[src/rtl/gpio_port.sv]
// gpio_port: AVR-style GPIO port (DDR/PORT/PIN, toggle-on-PIN-write, pull-ups, masked pin-change irq).
// Latency: register writes reach the pads 1 cycle after the write edge; PIN readback takes SYNC_STAGES edges; irq takes SYNC_STAGES+1 edges.
// Backpressure: none. Every write completes in one cycle and reads are combinational from addr.
module gpio_port #(
  parameter int WIDTH       = 8,
  parameter int SYNC_STAGES = 2   // must be >= 2
) (
  input  logic             clock,
  input  logic             reset_n,
  input  logic             wr_en,
  input  logic [2:0]       addr,
  input  logic [WIDTH-1:0] wdata,
  output logic [WIDTH-1:0] rdata,
  input  logic [WIDTH-1:0] pin_in,
  output logic [WIDTH-1:0] pin_out,
  output logic [WIDTH-1:0] pin_oe,
  output logic [WIDTH-1:0] pin_pullup,
  output logic             irq
);

  localparam logic [2:0] ADDR_PIN   = 3'd0;
  localparam logic [2:0] ADDR_DDR   = 3'd1;
  localparam logic [2:0] ADDR_PORT  = 3'd2;
  localparam logic [2:0] ADDR_PCMSK = 3'd3;
  localparam logic [2:0] ADDR_PCIF  = 3'd4;

  // Software-visible state
  logic [WIDTH-1:0] ddr_q;
  logic [WIDTH-1:0] port_q;
  logic [WIDTH-1:0] pcmsk_q;
  logic             pcif_q;

  // Input synchroniser; the last stage is the only copy of the pads the rest of the block sees
  logic [WIDTH-1:0] sync_r [SYNC_STAGES];
  logic [WIDTH-1:0] sync_q;
  logic [WIDTH-1:0] prev_q;

  // Write strobes and pin-change detection
  logic             wr_pin;
  logic             wr_ddr;
  logic             wr_port;
  logic             wr_pcmsk;
  logic             wr_pcif;
  logic [WIDTH-1:0] pc_change;
  logic             pc_event;

  assign sync_q = sync_r[SYNC_STAGES-1];

  // Decode the register write strobes; reserved addresses decode to nothing
  always_comb begin
    wr_pin   = wr_en && (addr == ADDR_PIN);
    wr_ddr   = wr_en && (addr == ADDR_DDR);
    wr_port  = wr_en && (addr == ADDR_PORT);
    wr_pcmsk = wr_en && (addr == ADDR_PCMSK);
    wr_pcif  = wr_en && (addr == ADDR_PCIF);
  end

  // Edge on any masked-in bit of the synchronised input; the mask applies now, nothing is queued
  always_comb begin
    pc_change = (sync_q ^ prev_q) & pcmsk_q;
    pc_event  = |pc_change;
  end

  // Shift pads through the synchroniser and keep the previous sample for edge detection
  always_ff @(posedge clock or negedge reset_n) begin
    if (!reset_n) begin
      for (int i = 0; i < SYNC_STAGES; i++) begin
        sync_r[i] <= '0;
      end
      prev_q <= '0;
    end else begin
      sync_r[0] <= pin_in;
      for (int i = 1; i < SYNC_STAGES; i++) begin
        sync_r[i] <= sync_r[i-1];
      end
      prev_q <= sync_q;
    end
  end

  // Direction register
  always_ff @(posedge clock or negedge reset_n) begin
    if (!reset_n) begin
      ddr_q <= '0;
    end else if (wr_ddr) begin
      ddr_q <= wdata;
    end
  end

  // Output data register: direct write, or write-1-to-toggle through the PIN address
  always_ff @(posedge clock or negedge reset_n) begin
    if (!reset_n) begin
      port_q <= '0;
    end else if (wr_port) begin
      port_q <= wdata;
    end else if (wr_pin) begin
      port_q <= port_q ^ wdata;
    end
  end

  // Pin-change mask
  always_ff @(posedge clock or negedge reset_n) begin
    if (!reset_n) begin
      pcmsk_q <= '0;
    end else if (wr_pcmsk) begin
      pcmsk_q <= wdata;
    end
  end

  // Sticky pin-change flag; a detection on the same edge as a clear wins so no event is lost
  always_ff @(posedge clock or negedge reset_n) begin
    if (!reset_n) begin
      pcif_q <= 1'b0;
    end else if (pc_event) begin
      pcif_q <= 1'b1;
    end else if (wr_pcif && wdata[0]) begin
      pcif_q <= 1'b0;
    end
  end

  // Read mux; PIN returns the synchronised pad regardless of direction
  always_comb begin
    rdata = '0;
    case (addr)
      ADDR_PIN:   rdata = sync_q;
      ADDR_DDR:   rdata = ddr_q;
      ADDR_PORT:  rdata = port_q;
      ADDR_PCMSK: rdata = pcmsk_q;
      ADDR_PCIF:  rdata[0] = pcif_q;
      default:    rdata = '0;
    endcase
  end

  // Pad-side outputs; pull-ups only on pins configured as inputs with PORT set
  always_comb begin
    pin_out    = port_q;
    pin_oe     = ddr_q;
    pin_pullup = ~ddr_q & port_q;
    irq        = pcif_q;
  end

endmodule

[config.mk]
export PLATFORM = sky130hd
export DESIGN_NAME = gpio_port
export DESIGN_NICKNAME = d
export VERILOG_FILES = /design/src/rtl/gpio_port.sv
export SDC_FILE = /design/constraint.sdc
export NUM_CORES = 1
export LEC_CHECK = 0
export CORE_ASPECT_RATIO = 1.2
export CORE_MARGIN = 3
export CORE_UTILIZATION = 50
export DETAILED_ROUTE_END_ITERATION = 12
export DONT_BUFFER_PORTS = 1
export GPL_TIMING_DRIVEN = 0
export PLACE_DENSITY = 0.62
export SYNTH_ARGS = -nofsm -noshare
export SYNTH_HDL_FRONTEND = slang
export SYNTH_SLANG_ARGS = --single-unit
[constraint.sdc]
create_clock -name clock -period 2.6 [get_ports clock]
set_input_delay 0.39 -clock clock [delete_from_list [all_inputs] [get_ports clock]]
set_output_delay 0.39 -clock clock [all_outputs]
set_load 0.02 [all_outputs]
Yosys cells after proc, flatten, opt, wreduce, memory -nomap -nowiden
Index checks and enable logic that the tools add are counted.
Widths: inputs -> output; s select.
- output and inout bits: 33
- register bits: 49
- logic and storage cells: 32
- input bits: 22
- reduce and logical (&&, ||, !) cells: 10
- bitwise logic cells: 5
- muxes and demuxes: 6
- equality and inequality tests: 4
- operators by type and width (kind ; number):
    $pmux 7 s4 ; 1
    $and 8x8->8 ; 2
    $mux 8 ; 2
    $xor 8x8->8 ; 2
    $not 8->8 ; 1
    $reduce_or 8->1 ; 1
    $eq 3x2->1 const B ; 2
    $logic_and 1x1->1 ; 6
    $pmux 1 s5 ; 1
    $reduce_bool 2->1 ; 2
    $eq 3x1->1 const B ; 1
    $eq 3x3->1 const B ; 1
    $logic_not 3->1 ; 1
    $mux 1 ; 2

Longest topological paths before layout
- depth in word-level cells: 5
- depth in mapped cells: 6
- gate-level depth less buffers: 4

Worst setup path before layout
OpenSTA, ideal clock, no wires.
- path type: input to output
- from: input port addr[0]
- to: output port rdata[1]
- cell stages on the path: 4
- path slack: 0.882 ns
- path buffers: 2
- data arrival time: 1.328 ns
- data required time: 2.210 ns
- path through: buf_6 -> buf_12 -> mux4_2 -> and2_1
- word-level cells in the longest chain between the ends: 2
- elaborated cells on any way between the ends: 5
- classes of those cells: 3 x eq/ne; 1 x mux; 1 x reduce/logical
- ends and longest elaborated chain (element ; line ; source):
    start: declaration ; 11 ; input logic [2:0] addr,
    $eq 3x2->1, or another cell as far along ; 123 ; case (addr)
    $pmux 7 s4 (*) ; 123 ;
    end: declaration ; 13 ; output logic [WIDTH-1:0] rdata,
Every way passes the cells marked *; elsewhere a longest branch is shown, timed or not.

Final worst setup path
- from: register port_q[3] (netlist: pin_out[3])
- to: output port rdata[3]
- word-level cells in the longest chain between the ends: 1
- ends and longest elaborated chain (element ; line ; source):
    start: declaration ; 29 ; logic [WIDTH-1:0] port_q;
    start signal: assignment ; 94 ; port_q <= wdata;
    start signal: assignment ; 96 ; port_q <= port_q ^ wdata;
    $pmux 7 s4 ; 123 ;
No other way between the ends.

==> metrics.txt <==
number of synthesized register bits 49; clock skew approximately 0.0078 ns; reg2reg setup slack between 1 and 1.5 ns; Area Growth Syn to Fin 8.895%; Pint 0.001224 W; Initial Utilization a little over half; Site Rows 25; status completed; CTS tree yes; first-pass GRT wire length 6.817 mm; final net count between 150 and 200; commonest non-fill, non-tap cells in the layout dfrtp_1, mux2_2, o21ai_0; Max FO, Critical Path 6; Worst Reg-to-Reg Cells 4; Distinct cells, synth 27; logic gate share of total power between 10% and 20%; share of power burned in the clock network between 20% and 30%; DR DRC count 0; Hold Path Sink sync_r[15]; CTS clk-pin slew, worst paths around 0.08 ns; WL/cell 19.31 microns; max-cap violation count 0; critical path capture point type output port; clock sink count 49; critical path type flop to output port; # fillers 337; design area ~2300 sq um; Synthesis Warnings 0; Root Buffer clkbuf_8; clk_lat worst skew between 0.2 and 0.3 ns; Post-DRT Antenna Nets 0; Switch Pwr around 0.00055 W; Total Routed Length 4.151 mm; Final Max Slew Viols 0; Flop pwr share 57.5%; Sw Share between 30% and 40%; hold path depth 0; routed vias/inst 5.921; mapped cell area between 2000 and 2500 sq um; post-synthesis mux area share approximately 17%; ranking of synthesized cells by area dfrtp_1, mux2_2, mux4_2; DR vias between 1000 and 1500; worst rel slew slack around two thirds; XOR/XNOR Fraction of Synth Area ~3.3%; Max Clk Rate ~500 MHz; Initial DRC Count around 110; number of global-route vias before repair ~1300; sequential fraction of the synthesis area a little under three fifths; largest net degree at the start of global routing 50; dominant cell type by area after synthesis dfrtp_1; dpl cell area between 2000 and 2500 sq um; crit path DAT 1.57 ns; Yosys top cell area share a little under three fifths; worst hold path class input port to flop; commonest non-fill, non-tap cell in the layout dfrtp_1; DP HPWL between 2 and 3 mm; Mapped Cells 152; Die W roughly 66 microns; Power Dens Cells approximately 760 nW/um^2; worst ir drop on vdd 432.1 uV; total track usage around 18%; post-CTS setup buffers 0; full die area just over 5000 sq um; input/output buffers 0; DIE HEIGHT 77.87 microns; fin crit period ~2.0 ns; HP Start pin_in[7]; initial antenna violation count 0; reg2reg start sync_q[1]; crit start category flop; I/O pin count 55; syn_nets between 150 and 200; Final period util between 70% and 80%; largest family of logic cells by synthesized area multiplexers; total grt overflow 0; Critical R2R Capture irq; clk buf depth 2; CTS H-tree depth 2; Synth Area in Simple Gates 10.35%; Adder-Cell Fraction of Synth Area 0%; total CTS buffers 5; Hold Vio Cnt, Final 0; Pleak around 1 nW; layout cells sized above 1 a little under a quarter; routability congestion estimate 0.7213; mean area per synthesized cell around 14 sq um; required time of the critical path ~2.2 ns; Setup TNS Final 0 ns; first drt pass iteration count 4; diodes inserted 0; RSZ-0062 raised after global routing no; Compound-Gate Fraction of Synth Area about 9%; worst-margin pin slew ~0.48 ns; Core ar. roughly 4000 sq um; Final Setup Violations 0
power by group through the flow:
stage | logic [W] | clock network, W | registers [W]
final | 0.000315 | 0.000438 | 0.00102
after global routing | 0.000344 | 0.000489 | 0.00104
after CTS | 0.000321 | 0.000453 | 0.00102
after detailed placement | 0.000298 | 0 | 0.00104
after global placement | 0.000293 | 0 | 0.00103
after floorplan | 0.000264 | 0 | 0.00101
kinds of logic (layout without fill, tap and decap cells):
kind of cell,after synthesis,after routing
flip-flops,49,49
AND/OR/NAND/NOR,35,35
AO/OA/AOI/OAI,29,29
multiplexers,24,24
XOR/XNOR,8,8
buffers and inverters,7,16
synthesized netlist by cell type:
cell type  number
nand3b_4        1
buf_2           1
nor2_1          5
o21ai_0        12
and2_1          7
a21oi_1         2
dfrtp_1        49
clkbuf_1        1
mux4_2          4
buf_6           3
bufinv_8        1
nand4_2         1
a22o_1          7
a221oi_1        1
nor2b_1         8
nand4_1         2
a31oi_1         1
nor3b_4         1
o22ai_1         1
nand2_1         9
buf_12          1
a311oi_1        2
mux4_1          3
mux2_2         17
xor2_1          8
a22oi_1         3
and4bb_2        1
worst max-delay path by stage:
stage	startpoint	end	slack, ns	cells after the start
after floorplan	addr[0]	rdata[1]	0.88	4
after global placement	addr[1]	rdata[0]	0.70	4
after detailed placement	addr[1]	rdata[0]	0.69	4
after CTS	pin_out[4]	rdata[4]	0.63	2
after global routing	pin_out[4]	rdata[4]	0.57	2
final	pin_out[3]	rdata[3]	0.64	2
through the flow:
step           worst slack [ns]  total power (W)  utilization, %  hold slack, ns  instances
2_1_floorplan            0.8822         0.001269               -         0.09441        152
3_3_place_gp             0.6958         0.001323           55.01         0.09577        206
3_5_place_dp             0.6936         0.001334           55.01         0.09564        206
4_1_cts                  0.6261         0.001794           58.08          0.1094        215
5_1_grt                  0.5651         0.001872           58.08         0.09588        215
6_report                 0.6365         0.001771           58.08          0.1150        215
state kept, by name (all words and copies together), names as in the netlist:
name     count
pcmsk_q      8
pin_oe       8
pin_out      8
prev_q       8
sync_q       8
sync_r       8
irq          1
timing repair:
action / CTS / global route
endpoints found under the hold margin: 49 / 0
hold buffers: 2 / 0
resized for setup: 0 / 0
routing by layer:
metal	vias to the layer above	GRT usage (%)	wire length, microns	share of wire (%)
li1	576	-	-	-
met1	653	23.67	1769	43
met2	40	28.08	2077	50
met3	4	5.499	255	6.1
met4	0	5.602	48	1.2
met5	-	0	0	0
worst max-delay path, stage by stage (launching register included):
cell and delay [ns]:
dfrtp_1 0.51, mux4_1 0.53, and2_1 0.24
cell type report:
| type | count | area, sq um | share of cell area, % |
|---|---|---|---|
| tap | 54 | 67.56 | 2.883 |
| clock buffer | 7 | 86.33 | 3.684 |
| sequential | 49 | 1226 | 52.32 |
| timing repair buffer | 2 | 37.54 | 1.602 |
| multi-input combinational | 96 | 845.8 | 36.09 |
| buffer | 6 | 62.56 | 2.670 |
| inverter | 1 | 17.52 | 0.7475 |
Power figures use the tool's default switching activity.
